## src/rtl/seq_detector_param.sv

```systemverilog
// ---------------------------------------------------------------------------
// seq_detector_param
//   Parametrised serial pattern detector. It samples one bit of `aa` on every
//   rising edge with en=1 and compares the most recent PAT_LEN bits against a
//   pattern register that can be reloaded at run time. A match produces a
//   one-cycle registered pulse on `ww` and bumps a saturating match counter.
//
// Parameters
//   PAT_LEN  : pattern length in bits (2..16)
//   PAT_INIT : pattern loaded at reset; the MSB is the first-received bit
//   OVERLAP  : 1 = overlapping matches count, 0 = a match consumes its bits
//   CNT_W    : width of the match counter
//
// Ports
//   clock     : system clock, rising edge active
//   rst       : asynchronous active-low reset
//   en        : sample enable for aa
//   aa        : serial data bit
//   pat_load  : load pat_in into the pattern register (wins over en)
//   pat_in    : new pattern value
//   cnt_clr   : synchronous clear of match_cnt (wins over a hit)
//   ww        : registered one-cycle match pulse
//   pattern   : current pattern register
//   match_cnt : saturating match count
// ---------------------------------------------------------------------------
module seq_detector_param #(
  parameter int unsigned          PAT_LEN  = 3,
  parameter logic [PAT_LEN-1:0]   PAT_INIT = PAT_LEN'(3'b101),
  parameter bit                   OVERLAP  = 1'b1,
  parameter int unsigned          CNT_W    = 8
) (
  input  logic               clock,
  input  logic               rst,
  input  logic               en,
  input  logic               aa,
  input  logic               pat_load,
  input  logic [PAT_LEN-1:0] pat_in,
  input  logic               cnt_clr,
  output logic               ww,
  output logic [PAT_LEN-1:0] pattern,
  output logic [CNT_W-1:0]   match_cnt
);

  localparam int unsigned        FILL_W    = $clog2(PAT_LEN + 1);
  localparam logic [FILL_W-1:0]  FILL_FULL = FILL_W'(PAT_LEN);
  localparam logic [CNT_W-1:0]   CNT_MAX   = {CNT_W{1'b1}};

  // Elaboration-time guard on the supported configuration range.
  if (PAT_LEN < 2 || PAT_LEN > 16) begin : g_bad_pat_len
    $error("seq_detector_param: PAT_LEN must be in 2..16");
  end
  if (CNT_W < 1) begin : g_bad_cnt_w
    $error("seq_detector_param: CNT_W must be at least 1");
  end

  // Shift history and the number of valid bits it currently holds.
  logic [PAT_LEN-1:0] shreg;
  logic [FILL_W-1:0]  fill;

  logic               sample_c;
  logic [PAT_LEN-1:0] shreg_shift_c;
  logic [FILL_W-1:0]  fill_inc_c;
  logic               hit_c;

  // Next-sample view of the history; a hit needs a full window, which keeps
  // the reset zeros from matching an all-zeros pattern.
  always_comb begin
    sample_c      = en && !pat_load;
    shreg_shift_c = {shreg[PAT_LEN-2:0], aa};
    fill_inc_c    = (fill == FILL_FULL) ? fill : fill + FILL_W'(1);
    hit_c         = sample_c && (fill_inc_c == FILL_FULL) &&
                    (shreg_shift_c == pattern);
  end

  // History and pattern registers; a load discards both history and the
  // bit presented on that edge.
  always_ff @(posedge clock or negedge rst) begin
    if (!rst) begin
      shreg   <= '0;
      fill    <= '0;
      pattern <= PAT_INIT;
    end else if (pat_load) begin
      shreg   <= '0;
      fill    <= '0;
      pattern <= pat_in;
    end else if (en) begin
      shreg <= shreg_shift_c;
      // Non-overlapping mode restarts the window count after a match while
      // the shift register keeps running.
      if (hit_c && !OVERLAP) begin
        fill <= '0;
      end else begin
        fill <= fill_inc_c;
      end
    end
  end

  // One-cycle match pulse.
  always_ff @(posedge clock or negedge rst) begin
    if (!rst) begin
      ww <= 1'b0;
    end else begin
      ww <= hit_c;
    end
  end

  // Saturating match counter; clear beats a simultaneous hit.
  always_ff @(posedge clock or negedge rst) begin
    if (!rst) begin
      match_cnt <= '0;
    end else if (cnt_clr) begin
      match_cnt <= '0;
    end else if (hit_c && (match_cnt != CNT_MAX)) begin
      match_cnt <= match_cnt + CNT_W'(1);
    end
  end

endmodule

```

## config.mk

```make
export PLATFORM = sky130hd
export DESIGN_NAME = seq_detector_param
export DESIGN_NICKNAME = d
export VERILOG_FILES = /design/src/rtl/seq_detector_param.sv
export SDC_FILE = /design/constraint.sdc
export NUM_CORES = 1
export LEC_CHECK = 0
export CORE_ASPECT_RATIO = 1.25
export CORE_MARGIN = 3
export CORE_UTILIZATION = 46
export DETAILED_ROUTE_END_ITERATION = 6
export PLACE_DENSITY_LB_ADDON = 0.08
export SLEW_MARGIN = 10
export SYNTH_ARGS = -nofsm -noshare
export SYNTH_HDL_FRONTEND = slang
export SYNTH_SLANG_ARGS = --single-unit
```

## constraint.sdc

```tcl
create_clock -name clock -period 1.68 [get_ports clock]
set_input_delay 0.336 -clock clock [delete_from_list [all_inputs] [get_ports clock]]
set_output_delay 0.336 -clock clock [all_outputs]
set_load 0.005 [all_outputs]
```

Yosys cells after proc, flatten, opt, wreduce, memory -nomap -nowiden
Cells that the tools add are included.
{ "totals": {"elab_cells": 25, "regBits": 16, "output_inout_bits": 12} }
{ "classes": {"addsub": 2, "n_eq_ne": 4, "n_reduce_logical": 7, "n_mux": 7} }
{ "op_table": {"columns": ["operator", "n"], "rows": [
  ["8-bit two-way mux", 2],
  ["2-bit two-way mux", 5],
  ["8-bit by 1-bit adder with 8-bit output, second input constant", 1],
  ["8-bit inequality test, second input constant", 1],
  ["2-bit == test, second input constant", 2],
  ["1-bit logical AND", 4],
  ["2-bit nonzero test", 2],
  ["3-bit == test", 1],
  ["2-bit by 1-bit adder with 2-bit output, second input constant", 1],
  ["1-bit logical NOT", 1]
]} }

Depth between registers and ports, before layout
{ "depth": {"depth_word": 8, "depth_mapped": 6} }

Worst setup path before layout
Ideal clock, no wire load.
{ "synth_path": {"path_type": "register to register", "from": "register pattern[2]", "to": "register match_cnt[6]", "arrival_time_ns": 1.436, "required_ns": 1.546, "n_path_buf": 1, "setup_ns": 0.134, "path_stages_with_launch": 6, "path_slack_ns": 0.110, "period_less_slack_ns": 1.570, "cell_sequence": "dfstp_2 xnor2_1 nand4_4 buf_2 o41ai_1 a21oi_1"} }
{ "synth_via": {"elab_chain_len": 4} }
{ "synth_lines": {"columns": ["element", "line_no", "text"], "rows": [
  ["start, declared", "40", "output logic [PAT_LEN-1:0] pattern,"],
  ["start signal, assigned", "85", "pattern <= pat_in;"],
  ["3-bit == test", "72", "(shreg_shift_c == pattern);"],
  ["1-bit logical AND", "71", "hit_c = sample_c && (fill_inc_c == FILL_FULL) &&"],
  ["1-bit logical AND", "113", "end else if (hit_c && (match_cnt != CNT_MAX)) begin"],
  ["2-bit nonzero test (no line)", null, null],
  ["end signal, assigned", "114", "match_cnt <= match_cnt + CNT_W'(1);"],
  ["end, declared", "41", "output logic [CNT_W-1:0] match_cnt"]
]} }
Every way passes these cells.
A chain may end at the register's enable or synchronous reset.

Final worst setup path
{ "layout_path": {"from": "input port en", "to": "register match_cnt[6]"} }
{ "layout_via": {"elab_chain_len": 5} }
{ "layout_lines": {"columns": ["element", "line_no", "text"], "rows": [
  ["start, declared", "34", "input logic en,"],
  ["1-bit logical AND", "68", "sample_c = en && !pat_load;"],
  ["1-bit logical AND (2 in series)", "71", null],
  ["1-bit logical AND", "113", null],
  ["2-bit nonzero test (no line)", null, null]
]} }
Every way passes these cells.

==> results.cfg <==
[run_status]
status = finished clean

[route]
wl_um = 1780
viasPerCell = 5.56
first_iter_violations = 6
wl_per_cell_um = 14.4
vias = 690
drc = 0
antenna_left = 0
first_pass_iters = 4

[floorplanning]
die_y_um = 52.7
die_w_um = 43.3
row_count = 16
ioPinCount = 21
core_area_um2 = 1600
start_util_pct = 50.0
fp.dieArea_um2 = 2280

[cts]
root_buffer = clkbuf_4
cts.sinks = 16
holdBufCountCts = 0
h-tree-depth = 1
clock_latency_ns = 0.28
cts_tree = yes
clk_path_buf_depth = 2
cts.clk_slew.worst_paths_ns = 0.10
cts_buffers = 3

[synth]
synth_nets = 86
synth_top_area_share_pct = 43.8
synth_area_leaders = dfrtp_1 44%, dfstp_2 6.6%, a21oi_1 5.0%
yosysSeqAreaShare_pct = 50.3
synth_top_cell_by_area = dfrtp_1
ys_ff_latch = 16
synth_cells = 76
avgSynthCellArea_um2 = 10.5
synth_warnings = 0
synth_cell_types = 27
synth_area_um2 = 801

[timing]
slew_violations = 0
finalCritPeriodShare_pct = 99.3
slew_headroom_pct = 74.6
finalCriticalPeriod_ns = 1.67
skew_ns = 0.0102
whs_ns = 0.357
rsz0062_at_grt = true
finalSetupViolations = 0
hold_viol = 0
max_freq_mhz = 600
setup_ws_ns = 0.0125
worst_pin_slew_ns = 0.380

[setup_path]
path_cells = clkdlybuf4s50_1 -> and3b_2 -> nand4_4 -> or4_4 -> a21oi_2
crit_path_end_kind = flop
required_ns = 1.90
path_buf_inv = 1
startpoint_type = primary input
max_stage_delay_ns = 0.55
cp.arrival_ns = 1.88
r2r_setup_slack_ns = 0.03
cp_top_family = simple AND/OR/NAND/NOR gates
cpMaxStageDelayCell = or4_4
cp_max_fo = 8
critPathKind = in2reg

[cells_and_area]
nFillCells = 125
regArea_um2 = 404
diodes = 0
syn2layout_area_growth_pct = 47.5
drive_gt1_share_pct = 34.0
fin_nets = 117
fin_cells = 124
final_util_pct = 73.8
multi_input_area_um2 = 420

[power]
p_leak_nw = 0.486
p_total_uw = 767
power.density_nw_per_um2 = 649
peakVddDrop_v = 0.000411

[job]
cap_viol_max_count = 0

[global_routing]
grt_overflow_total = 0
grt_util_all_layers_pct = 17.9
grt_pass1_wl_um = 3020
antenna_found_initial = 0
grt_max_degree = 17
grt_pass1_vias = 683

[placement]
dp_hpwl_um = 1330
dp_worst_setup_slack_ns = -0.326
portBuffers = 20
gp_congestion = 0.808
dp_cells = 120

[min_path]
hp-class = in2async
layer usage:
metal | share of wire, % | track usage [%]
met5 | 0 | 0
met4 | 2.1 | 9.05
met3 | 3.8 | 2.41
met2 | 53 | 31.5
met1 | 41 | 21.0
registers in the layout (all words and copies together), names as in the netlist:
register,cells
pattern,3
ww,1
fill,2
match_cnt,8
shreg,2
final timing paths:
kind                             from            to  cells past startpoint
setup / recovery                   en  match_cnt[6]                      5
hold / removal                    rst       fill[1]                      2
min in group clock           pat_load       fill[1]                      3
max in group asynchronous         rst    pattern[2]                      2
setup reg to reg           pattern[0]  match_cnt[6]                      4
hold reg to reg               fill[1]       fill[1]                      2
Yosys cell counts (all sizes together):
| library cell | n |
|---|---|
| dfrtp | 14 |
| a21oi | 8 |
| nor2 | 7 |
| buf | 4 |
| o31ai | 4 |
| or4 | 4 |
| xnor2 | 4 |
| inv | 3 |
| mux2 | 3 |
| nand2 | 3 |
| nand3 | 3 |
| dfstp | 2 |
| mux2i | 2 |
| nand4 | 2 |
| nor3 | 2 |
| o21ai | 2 |
| or3 | 2 |
| a221oi | 1 |
| and3b | 1 |
| clkbuf | 1 |
| ha | 1 |
| o41ai | 1 |
| or2 | 1 |
| or3b | 1 |
layout by cell type (no fill, tap or decap), types with 2 or more instances in the layout:
cell / n
xnor2_2: 3
a21oi_2: 3
nor3_1: 2
or4_4: 2
or4_1: 2
nor2_1: 7
mux2_2: 3
nand2_1: 2
o21ai_0: 2
clkbuf_4: 3
inv_1: 3
dfstp_2: 2
buf_4: 10
dlygate4sd2_1: 2
dfrtp_1: 13
a21oi_1: 5
mux2i_1: 2
clkdlybuf4s50_1: 17
or3_1: 2
nand3_1: 2
o31ai_1: 3
kinds of logic after synthesis:
group / after synthesis / synth area share (%)
and+or+nand+nor: 26 / 19.7
AOI/OAI and AO/OA: 16 / 12.2
DFF: 16 / 50.3
buffers and inverters: 8 / 5.16
muxes: 5 / 6.72
xor gates and xnor gates: 4 / 4.37
adders and majority gates: 1 / 1.56
stage by stage:
step                setup TNS (ns)  area, um^2
floorplan                        0         801
global placement             -1.92        1080
detailed placement           -2.22        1080
CTS                              0        1120
global route               -0.0805        1180
finish                           0        1180
layout make-up:
type	count	share of cell area, %
Sequential cell	16	34.2
Inverter	3	0.953
Clock buffer	4	3.07
Multi-Input combinational cell	52	35.6
Tap cell	18	1.91
Timing Repair Buffer	31	24.3
report_power, final:
part           leakage, nW  total [mW]  switching, mW  internal, mW
Combinational        0.255       0.102         0.0420        0.0596
Sequential           0.210       0.416         0.0139         0.402
Clock               0.0210       0.249          0.117         0.132
timing repair:
action / CTS / global route
gates cloned: 0 / 0
pin swaps: 0 / 8
setup buffers: 0 / 0
resized for setup: 4 / 14
endpoints found under the setup margin: 9 / 7
No activity file was read; power rests on OpenSTA's default activity.
